**src/rtl/ifu_fetch_ctrl.sv**
```systemverilog
// ifu_fetch_ctrl: IFU fetch sequencer; owns the PC, issues one IMEM fetch at a time,
// follows JAL at fetch, holds on unresolved control transfers, buffers fetched words for IDU.
// Ports: clock/reset (async, active-high); io_imem_req_* fetch request (addr = PC);
// io_imem_resp_* fetched word; io_out_* FIFO head {inst, pc} to IDU with ready/valid;
// io_redirect_* backend redirect (flushes FIFO, reloads PC); io_stall high while holding.
// Optional: define IFU_PERF_EN to add io_perf_fetch_cnt / io_perf_stall_cnt counters.
module ifu_fetch_ctrl #(
  parameter logic [31:0] RESET_PC   = 32'h80000000,
  parameter int          FIFO_DEPTH = 2
) (
  input  logic        clock,
  input  logic        reset,
  output logic        io_imem_req_valid,
  input  logic        io_imem_req_ready,
  output logic [31:0] io_imem_req_addr,
  input  logic        io_imem_resp_valid,
  input  logic [31:0] io_imem_resp_data,
  output logic        io_out_valid,
  input  logic        io_out_ready,
  output logic [31:0] io_out_inst,
  output logic [31:0] io_out_pc,
  input  logic        io_redirect_valid,
  input  logic [31:0] io_redirect_pc,
`ifdef IFU_PERF_EN
  output logic        io_stall,
  output logic [31:0] io_perf_fetch_cnt,
  output logic [31:0] io_perf_stall_cnt
`else
  output logic        io_stall
`endif
);
  localparam int AW = $clog2(FIFO_DEPTH);
  localparam int CW = $clog2(FIFO_DEPTH + 1);
  localparam logic [CW-1:0] DEPTH_C = CW'(FIFO_DEPTH);
  typedef enum logic [2:0] {S_IDLE, S_REQ, S_WAIT, S_HOLD, S_DROP} state_t;
  state_t        r_state;
  logic [31:0]   r_pc;
  logic [31:0]   r_inst [FIFO_DEPTH];
  logic [31:0]   r_ipc  [FIFO_DEPTH];
  logic [AW-1:0] r_wr, r_rd;
  logic [CW-1:0] r_cnt;
  logic          w_hs, w_push, w_pop, w_jal, w_jump;
  logic [6:0]    w_op;
  logic [2:0]    w_f3;
  logic [31:0]   w_jal_off;
  assign w_op = io_imem_resp_data[6:0];
  assign w_f3 = io_imem_resp_data[14:12];
  assign w_jal = w_op == 7'h6f;
  // JALR, conditional branches (funct3 2/3 are not branches), ECALL, EBREAK, MRET
  assign w_jump = (w_op == 7'h67 && w_f3 == 3'd0) || (w_op == 7'h63 && w_f3[2:1] != 2'b01) ||
                  io_imem_resp_data == 32'h00000073 || io_imem_resp_data == 32'h00100073 ||
                  io_imem_resp_data == 32'h30200073;
  assign w_jal_off = {{11{io_imem_resp_data[31]}}, io_imem_resp_data[31], io_imem_resp_data[19:12],
                      io_imem_resp_data[20], io_imem_resp_data[30:21], 1'b0};
  assign io_imem_req_valid = r_state == S_REQ && r_cnt < DEPTH_C;
  assign io_imem_req_addr = r_pc;
  assign w_hs = io_imem_req_valid && io_imem_req_ready;
  // a response racing a redirect belongs to the old path and is dropped
  assign w_push = r_state == S_WAIT && io_imem_resp_valid && !io_redirect_valid;
  assign w_pop = io_out_valid && io_out_ready && !io_redirect_valid;
  assign io_out_valid = r_cnt != '0;
  assign io_out_inst = r_inst[r_rd];
  assign io_out_pc = r_ipc[r_rd];
  assign io_stall = r_state == S_HOLD;
  always_ff @(posedge clock or posedge reset) begin
    if (reset) begin
      r_state <= S_IDLE;
      r_pc <= RESET_PC;
    end else if (io_redirect_valid) begin
      r_pc <= io_redirect_pc;
      // a request still owed a response must have it drained in S_DROP
      r_state <= ((r_state == S_REQ && w_hs) ||
                  ((r_state == S_WAIT || r_state == S_DROP) && !io_imem_resp_valid)) ? S_DROP : S_REQ;
    end else begin
      case (r_state)
        S_IDLE: r_state <= S_REQ;
        S_REQ:  if (w_hs) r_state <= S_WAIT;
        S_WAIT: if (io_imem_resp_valid) begin
          r_state <= w_jump ? S_HOLD : S_REQ;
          r_pc <= w_jal ? r_pc + w_jal_off : w_jump ? r_pc : r_pc + 32'd4;
        end
        S_DROP: if (io_imem_resp_valid) r_state <= S_REQ;
        default: ;
      endcase
    end
  end
  always_ff @(posedge clock or posedge reset) begin
    if (reset) begin
      r_wr <= '0;
      r_rd <= '0;
      r_cnt <= '0;
      r_inst <= '{default: '0};
      r_ipc <= '{default: '0};
    end else if (io_redirect_valid) begin
      r_wr <= '0;
      r_rd <= '0;
      r_cnt <= '0;
    end else begin
      if (w_push) begin
        r_inst[r_wr] <= io_imem_resp_data;
        r_ipc[r_wr] <= r_pc;
        r_wr <= r_wr + 1'b1;
      end
      if (w_pop) r_rd <= r_rd + 1'b1;
      r_cnt <= r_cnt + CW'(w_push) - CW'(w_pop);
    end
  end
`ifdef IFU_PERF_EN
  always_ff @(posedge clock or posedge reset) begin
    if (reset) begin
      io_perf_fetch_cnt <= '0;
      io_perf_stall_cnt <= '0;
    end else begin
      io_perf_fetch_cnt <= io_perf_fetch_cnt + 32'(w_push);
      io_perf_stall_cnt <= io_perf_stall_cnt + 32'(r_state == S_HOLD);
    end
  end
`endif
endmodule
```
**config.mk**
```make
export PLATFORM = sky130hd
export DESIGN_NAME = ifu_fetch_ctrl
export DESIGN_NICKNAME = d
export VERILOG_FILES = /design/src/rtl/ifu_fetch_ctrl.sv
export SDC_FILE = /design/constraint.sdc
export NUM_CORES = 1
export LEC_CHECK = 0
export ABC_AREA = 1
export BUFFER_PORTS_ARGS = -buffer_cell sky130_fd_sc_hd__buf_2
export CAP_MARGIN = 20
export CORE_MARGIN = 2
export CORE_UTILIZATION = 25
export DETAILED_ROUTE_END_ITERATION = 12
export GPL_ROUTABILITY_DRIVEN = 0
export SLEW_MARGIN = 20
export SYNTH_ARGS = -nofsm -noshare
export SYNTH_HDL_FRONTEND = slang
export SYNTH_SLANG_ARGS = --single-unit
```
**constraint.sdc**
```tcl
create_clock -name clock -period 5.7 [get_ports clock]
set_clock_uncertainty 0.1 [all_clocks]
set_input_delay 1.14 -clock clock [delete_from_list [all_inputs] [get_ports clock]]
set_output_delay 1.14 -clock clock [all_outputs]
set_load 0.05 [all_outputs]
```
### Word level (Yosys, flattened, before mapping)

Cells that the tools add are included.

* add/sub/neg operators: 6
* $lt $le $gt $ge: 4
* equal/unequal tests: 15
* mux-type cells: 27
* bitwise operators: 3
* reduce and logical (&&, ||, !) cells: 30

Operators by type and width (count)
* 32-bit 2-to-1 mux: 12
* 64-bit bitwise mux: 2
* 32-bit by 3-bit adder with 32-bit output, second input constant: 1
* 32-bit adder: 1
* 32-bit demux with 1-bit select: 1
* 32-bit by 21-bit == test with 1-bit output, second input constant: 1
* 32-bit by 30-bit == test with 1-bit output, second input constant: 1
* 32-bit by 7-bit == test with 1-bit output, second input constant: 1
* 7-bit == test, second input constant: 3
* 3-bit 2-to-1 mux: 5
* 3-bit inequality test, second input constant: 4
* 3-bit case mux with 4 select lines: 1
* 1-bit logical AND: 11
* 2-bit nonzero test: 5
* 3-bit by 2-bit == test with 1-bit output, second input constant: 2
* 3-bit zero test: 2
* 1-bit logical OR: 6
* 5-bit nonzero test: 1
* 2-bit >= comparator, second input constant: 2
* 1-bit 2-to-1 mux: 4
* 2-bit 2-to-1 mux: 2
* 1-bit inverter with 2-bit output: 2
* 4-bit AND reduction: 1
* 3-bit by 1-bit == test with 1-bit output, second input constant: 1
* other kinds (11): 13

* register bits: 167

### Longest topological paths before layout

Gate-level depths: netlist of run 1.

* depth in word-level cells: 11
* mapped depth: 15
* depth with buffers taken out: 15

### Worst setup path before layout of run 1

Ideal clock, no wire load.

* kind: register -> output
* start point: reg r_state[0]
* end point: out io_stall
* arrival: 1576 ps
* path slack: 2884 ps
* stages on the path, launching flop included: 3
* path buffers: 0
* cells stage by stage: dfrtp_1 -> inv_1 -> nor3_1

* cells in the longest elaborated chain, start to end: 1

Ends and longest elaborated chain
* from (decl): line 36 `state_t r_state;`
* from (signal assigned): line 72 `r_state <= ((r_state == S_REQ && w_hs) ||`
* from (signal assigned): line 79 `r_state <= w_jump ? S_HOLD : S_REQ;`
* 3-bit by 2-bit == test with 1-bit output: line 64 `assign io_stall = r_state == S_HOLD;`
* to (decl): line 29 `output logic io_stall`

Every way passes these cells.

### Worst setup path after layout of run 1

* start point: reg r_rd
* end point: out io_out_inst[2]

* cells in the longest elaborated chain, start to end: 4

Ends and longest elaborated chain
* from (decl): line 40 `logic [AW-1:0] r_wr, r_rd;`
* from (signal assigned): line 104 `if (w_pop) r_rd <= r_rd + 1'b1;`
* 1-bit inverter with 2-bit output (implied by the code): line 62 `assign io_out_inst = r_inst[r_rd];`
* 32-bit 2-to-1 mux (implied by the code) (3 in series): line 62
* to (decl): line 20 `output logic [31:0] io_out_inst,`

Every way passes these cells. The select of a mux whose other input is x is not followed.

==> results of run 1 <==
## flip-flops by register name (all words and copies together), names as in the netlist
register and count:
io_imem_req_addr 32, r_cnt 2, r_inst 64, r_ipc 64, r_rd 1, r_state 3
r_wr 1
## routing by layer
metal  wire length [microns]  vias to the layer above
met1                   17670                     5063
met3                    2310                       50
met5                      11                        -
met4                     884                        2
met2                   17330                      380
li1                        -                     5356
## final timing paths
kind | slack (ns) | startpoint | endpoint
setup / recovery | 1.97 | r_rd$_DFFE_PP0P_ | io_out_inst[2]
min in group asynchronous | 0.82 | reset | r_inst[62]$_DFFE_PP0P_
max in group asynchronous | 3.95 | reset | r_rd$_DFFE_PP0P_
setup reg to reg | 3.11 | io_imem_req_addr[1]$_DFFE_PP0P_ | io_imem_req_addr[21]$_DFFE_PP0P_
hold reg to reg | 0.38 | r_inst[52]$_DFFE_PP0P_ | r_inst[52]$_DFFE_PP0P_
hold / removal | 0.38 | r_inst[52]$_DFFE_PP0P_ | r_inst[52]$_DFFE_PP0P_
## metrics by stage
| stage | util (%) | power (mW) | setup WS [ns] | cells |
|---|---|---|---|---|
| 4_1_cts | 30.00 | 5.368 | 1.948 | 2299 |
| 3_5_place_dp | 28.58 | 4.182 | 1.844 | 2267 |
| 3_3_place_gp | 28.58 | 4.136 | 1.914 | 2267 |
| 2_1_floorplan | - | 3.533 | 2.334 | 1612 |
| 6_report | 30.00 | 5.346 | 1.974 | 2299 |
| 5_1_grt | 30.00 | 5.722 | 1.827 | 2299 |
## layout by cell type, fill, tap and decap left out, types with 2 or more instances in the layout
cell type	synthesis	layout
nand2_1	666	666
inv_1	177	175
buf_2	8	168
dfrtp_1	166	165
o21ai_0	163	163
nor2_1	111	111
nand3_1	79	78
a21oi_1	49	49
ha_1	33	33
nor3_1	31	31
xor2_1	18	18
clkbuf_16	0	17
o211ai_1	11	11
nand4_1	9	9
buf_4	1	8
o21ai_1	5	5
o21bai_1	5	5
inv_6	0	5
clkinv_4	1	4
a31oi_1	4	4
nand3b_1	4	4
clkinv_8	0	4
inv_2	2	3
nor3_4	2	2
or2_2	2	2
and2_1	2	2
a21o_1	2	2
xnor2_1	2	2
inv_8	0	2
## critical path, stage by stage (launching register included)
cell and delay, ns:
dfrtp_2 0.41, inv_2 0.67, buf_4 0.42, nand2_1 0.12
nand2_1 0.10, buf_2 0.27
## final cells by class
cell class                 instances  area, sq um  area share [%]
multi-input combinational       1204         5527           43.92
sequential                       167         4182           33.23
timing repair buffer             177        920.9           7.318
inverter                         180        684.4           5.438
tap                              539        674.4           5.359
clock buffer                      18        439.2           3.490
clock inverter                    14        157.7           1.253
## logic make-up after synthesis
kind of cell               Yosys count
DFF                                167
and+or+nand+nor                    909
xor gates and xnor gates            20
adders and majority gates           34
buffers and inverters              241
AOI/OAI and AO/OA                  241
## power by group through the flow
stage	clock network [mW]	logic [mW]	registers, mW
6_report	1.18	2.31	1.85
3_3_place_gp	0	2.28	1.85
5_1_grt	1.26	2.56	1.91
3_5_place_dp	0	2.31	1.87
4_1_cts	1.20	2.32	1.85
2_1_floorplan	0	1.61	1.93
==> results.cfg, run 1 <==
[timing]
layout_min_cycle_time_ns = 3.726
setup_viol = 0
hold_slack_ns = 0.3840
slew_headroom_pct = 36.12
worst_pin_slew_ns = 0.9583
finalHoldViolations = 0
fin_crit_sh_pct = 65.37
fin_setup_tns_ns = 0
maxSlewViolCount = 0
fmax_ghz = 0.2684
grt_setup_unrepaired = no

[synthesis]
yosys_warnings = 0
synth-seq-area-share_pct = 39.32
synth_cell_types = 35
synthSimpleGateAreaFrac_pct = 34.28
yosysTopAreaCell = dfrtp_1
avgSynthCellArea_sq_um = 6.596
synth_ff_type = dfrtp_1
netlist_instances = 1612
synth_edf_count = 0
synth.area.top_cells = dfrtp_1 (39%), nand2_1 (24%), o21ai_0 (7.7%)
synth_compound_area_share_pct = 11.86
synth_top_cells_by_count = nand2_1 (666), inv_1 (177), dfrtp_1 (166)
syn_nets = 1716
synth_top_family_by_area = simple AND/OR/NAND/NOR gates
yosys-mux-area-fraction_pct = 0
synthXorXnorAreaFrac_pct = 1.647
yosys.area_share.adder_pct = 4.072
synth_seq_cells = 167
synthArstFlopShare_pct = 100.0
synth_top_area_share_pct = 39.07
synth.most_common_cell = nand2_1
syn_area_sq_mm = 0.01063

[placement]
dp_hpwl_microns = 28590
dpl_cell_area_sq_mm = 0.01199
port_buffers = 168

[floorplan]
dieArea_sq_mm = 0.04420
core_sq_mm = 0.04195
design.portCount = 169
die_h_microns = 210.2
rows = 75
start_util_pct = 25.35
die_x_microns = 210.2

[global_routing]
antenna_found_initial = 1
met3_usage_pct = 3.129
grt_use_met1_pct = 24.10
grt_max_degree = 168
overflow = 0
grtUsageMet2_pct = 27.63
grt_usage_pct = 17.39
grt_pass1_wl_microns = 59000
busiest_layer = met2
grt_pass1_vias = 10180

[min_path]
min_path_cells = 2
min_path_type = register to register

[setup_path]
crit_arrival_ns = 2.49
path_class = register to output port
r2r_cells = 15
cp-start-kind = register
cp.required_ns = 4.46
endpoint_kind = output port
cp_max_fo = 46

[drt]
via_per_inst = 4.720
ant_nets = 0
drtIter0Drc = 1186
vias = 10850
first_pass_iters = 6
post-route-drc-count = 0
wl_per_cell_microns = 16.62
routed_wl_microns = 38210

[power_and_ir_drop]
power_switching_mw = 2.578
p_clk_share_pct = 22.1
p_sw_share_pct = 48.23
ir_worst_vdd_mv = 0.1893
leakage_nw = 6.741
combPwrFrac_pct = 43.2
pwr-share-seq_pct = 34.7
p_int_mw = 2.768
power_density_mw_per_mm2 = 424.8

[clocking]
cts_buffer_depth = 2
cts_resized = 0
insertion_delay_ns = 0.45
cts_buffers = 17
hold_buffers = 0
postCtsSetupBuffers = 0
cts_sinks = 167
h-tree-depth = 4
cts_tree = built
clk_pin_slew_ns = 0.08
root_buffer = clkbuf_16

[layout]
drive_gt1_share_pct = 12.67
area_growth_pct = 18.36
nNetsFinal = 1851
fin_area_sq_mm = 0.01258
fillerInstances = 4573
antenna_cells = 0

[run_status]
outcome = completed

[job]
max-cap-violations = 0
(Power assumes the default switching activity.)
==> run 2, diff against run 1 <==
Settings changed: ABC_AREA 1 to 0.
Clock period 5.7 ns to 3.27 ns, I/O delays scaled along.
==> results.cfg, run 2 <==
[synthesis]
syn_nets = 1032
synth_top_family_by_area = multiplexers
synthXorXnorAreaFrac_pct = 2.952
yosys-mux-area-fraction_pct = 22.06
yosys.area_share.adder_pct = 4.422
synth_edf_count = 0
synth_top_cells_by_count = mux2_2 (189), dfrtp_1 (166), nand2_1 (61)
synthSimpleGateAreaFrac_pct = 12.14
netlist_instances = 928
synth_cell_types = 70
synth-seq-area-share_pct = 42.70
synth.most_common_cell = mux2_2
synth_top_area_share_pct = 42.43
avgSynthCellArea_sq_um = 10.55
yosys_warnings = 0
synthArstFlopShare_pct = 100.0
synth_ff_type = dfrtp_1
yosysTopAreaCell = dfrtp_1
synth_seq_cells = 167
synth.area.top_cells = dfrtp_1 (42%), mux2_2 (22%), ha_1 (4.2%)
synth_compound_area_share_pct = 13.08
syn_area_sq_mm = 0.009789

[layout]
layout_commonest_cell = mux2_2
multi_input_area_sq_mm = 0.005361
fin_area_sq_mm = 0.01249
fillerInstances = 3983
nNetsFinal = 1263
drive_gt1_share_pct = 42.58
area_growth_pct = 27.56
fin_cells = 1692
seq_area_sq_mm = 0.004185
layout_common_cells = mux2_2 (189), buf_2 (168), dfrtp_1 (164)

[run_status]
outcome = completed

[drt]
via_per_inst = 4.817
drtIter0Drc = 423
ant_nets = 0
vias = 8151
wl_per_cell_microns = 18.05
post-route-drc-count = 0
first_pass_iters = 5
routed_wl_microns = 30530

[timing]
setup_viol = 0
fin_crit_sh_pct = 91.50
final.setup.worst_slack_ns = 0.2779
fin_setup_tns_ns = 0
layout_min_cycle_time_ns = 2.992
hold_slack_ns = 0.2627
worst_pin_slew_ns = 0.8938
grt_setup_unrepaired = no
finalHoldViolations = 0
slew_headroom_pct = 40.29
fmax_ghz = 0.3342
maxSlewViolCount = 0

[setup_path]
cp_max_fo = 5
cp.required_ns = 3.50
path_class = register to register
crit_arrival_ns = 3.22
max_stage_delay_ns = 0.43
cp_common_cell = a31oi_1
crit_family = compound AO/OA/AOI/OAI gates
cp.depth = 10
path_buf_inv = 0
crit_slowest_cell = dfrtp_1
cp-start-kind = register
endpoint_kind = register
crit_chain = ha_1 > a21o_1 > a31oi_1 > a21boi_0 > a211o_1 > a31oi_1 > o211ai_1 > a311oi_1 > xor2_1 > o22ai_1
r2r_cells = 10

[floorplan]
dieArea_sq_mm = 0.04076
design.portCount = 169
core_sq_mm = 0.03865
rows = 72
die_h_microns = 201.9
start_util_pct = 25.33
die_x_microns = 201.9

[power_and_ir_drop]
leakage_nw = 5.939
ir_worst_vdd_mv = 0.4324
power_density_mw_per_mm2 = 639.8

[placement]
dp_slack_ns = -0.1041
dp_hpwl_microns = 22880
dpl_cell_area_sq_mm = 0.01189
port_buffers = 168
placed_cells = 1658

[global_routing]
antenna_found_initial = 4
overflow = 0
grt_pass1_vias = 8193
grt_pass1_wl_microns = 48040
grt_max_degree = 58
grt_usage_pct = 15.39

[clocking]
cts_resized = 0
root_buffer = clkbuf_16
cts_buffer_depth = 2
cts_tree = built
hold_buffers = 0
insertion_delay_ns = 0.45
cts_sinks = 167
postCtsSetupBuffers = 0
clk_pin_slew_ns = 0.08
h-tree-depth = 4
cts_buffers = 17

[job]
max-cap-violations = 0

[min_path]
min_path_type = input port to async pin
[run 2: changes by cell type in the layout (fill, tap and decap cells not counted), sizes merged, moves of 18 or more]
cell,delta
mux2,+190
nand3,-62
nor2,-51
inv,-165
buf,+84
o21ai,-116
a21o,+18
nand2,-606
xnor2,+19
[run 2: through the flow]
stage	total power [mW]	util (%)
after global placement	5.953	30.75
after global routing	8.426	32.30
after floorplan	5.121	-
after CTS	8.091	32.28
final	7.989	32.31
after detailed placement	5.999	30.75
[run 2: cell families (layout without fill, tap and decap cells)]
| family | after synthesis | after routing |
|---|---|---|
| xor gates and xnor gates | 33 | 33 |
| and+or+nand+nor | 238 | 238 |
| other | 0 | 2 |
| buffers and inverters | 63 | 307 |
| adders and majority gates | 34 | 34 |
| DFF | 167 | 167 |
| AOI/OAI and AO/OA | 201 | 201 |
| muxes | 192 | 192 |
[run 2: final timing paths]
check / from / to / slack (ns)
hold / removal: reset / r_inst[26]$_DFFE_PP0P_ / 0.26
hold reg to reg: r_inst[22]$_DFFE_PP0P_ / r_inst[22]$_DFFE_PP0P_ / 0.38
setup / recovery: io_imem_req_addr[5]$_DFFE_PP0P_ / io_imem_req_addr[30]$_DFFE_PP0P_ / 0.28
setup reg to reg: io_imem_req_addr[5]$_DFFE_PP0P_ / io_imem_req_addr[30]$_DFFE_PP0P_ / 0.28
max in group asynchronous: reset / r_ipc[56]$_DFFE_PP0P_ / 1.93
min in group clock: io_redirect_pc[15] / io_imem_req_addr[15]$_DFFE_PP0P_ / 0.31
[run 2: cell type report]
class,count,area share (%)
multi-input cells,698,42.94
flip-flops and latches,167,33.52
repair buffers,261,13.13
well taps,518,5.190
clock buffers,18,3.517
clock inverters,14,1.222
inverters,14,0.4509
diodes,2,0.04008
[run 2: routing by layer]
| layer | GRT usage (%) | share of wire, % | wire, microns |
|---|---|---|---|
| met5 | 0 | 0.023 | 7 |
| met4 | 4.386 | 1.6 | 475 |
| met3 | 3.547 | 4.6 | 1404 |
| met2 | 24.75 | 47 | 14370 |
| met1 | 20.64 | 47 | 14280 |
[run 2: worst register-to-register path: cells and delay by family, from the launching register on]
kind	cells	cell delay, ns
DFF	1	0.43
xor gates and xnor gates	1	0.18
AOI/OAI and AO/OA	8	1.81
adders and majority gates	1	0.36
[run 2: power by group]
part           total, mW  switching (mW)  internal (mW)  leakage, nW
clock               2.05            1.00           1.04        0.284
combinational       3.29            2.15           1.14         3.45
sequential          2.66           0.226           2.43         2.20
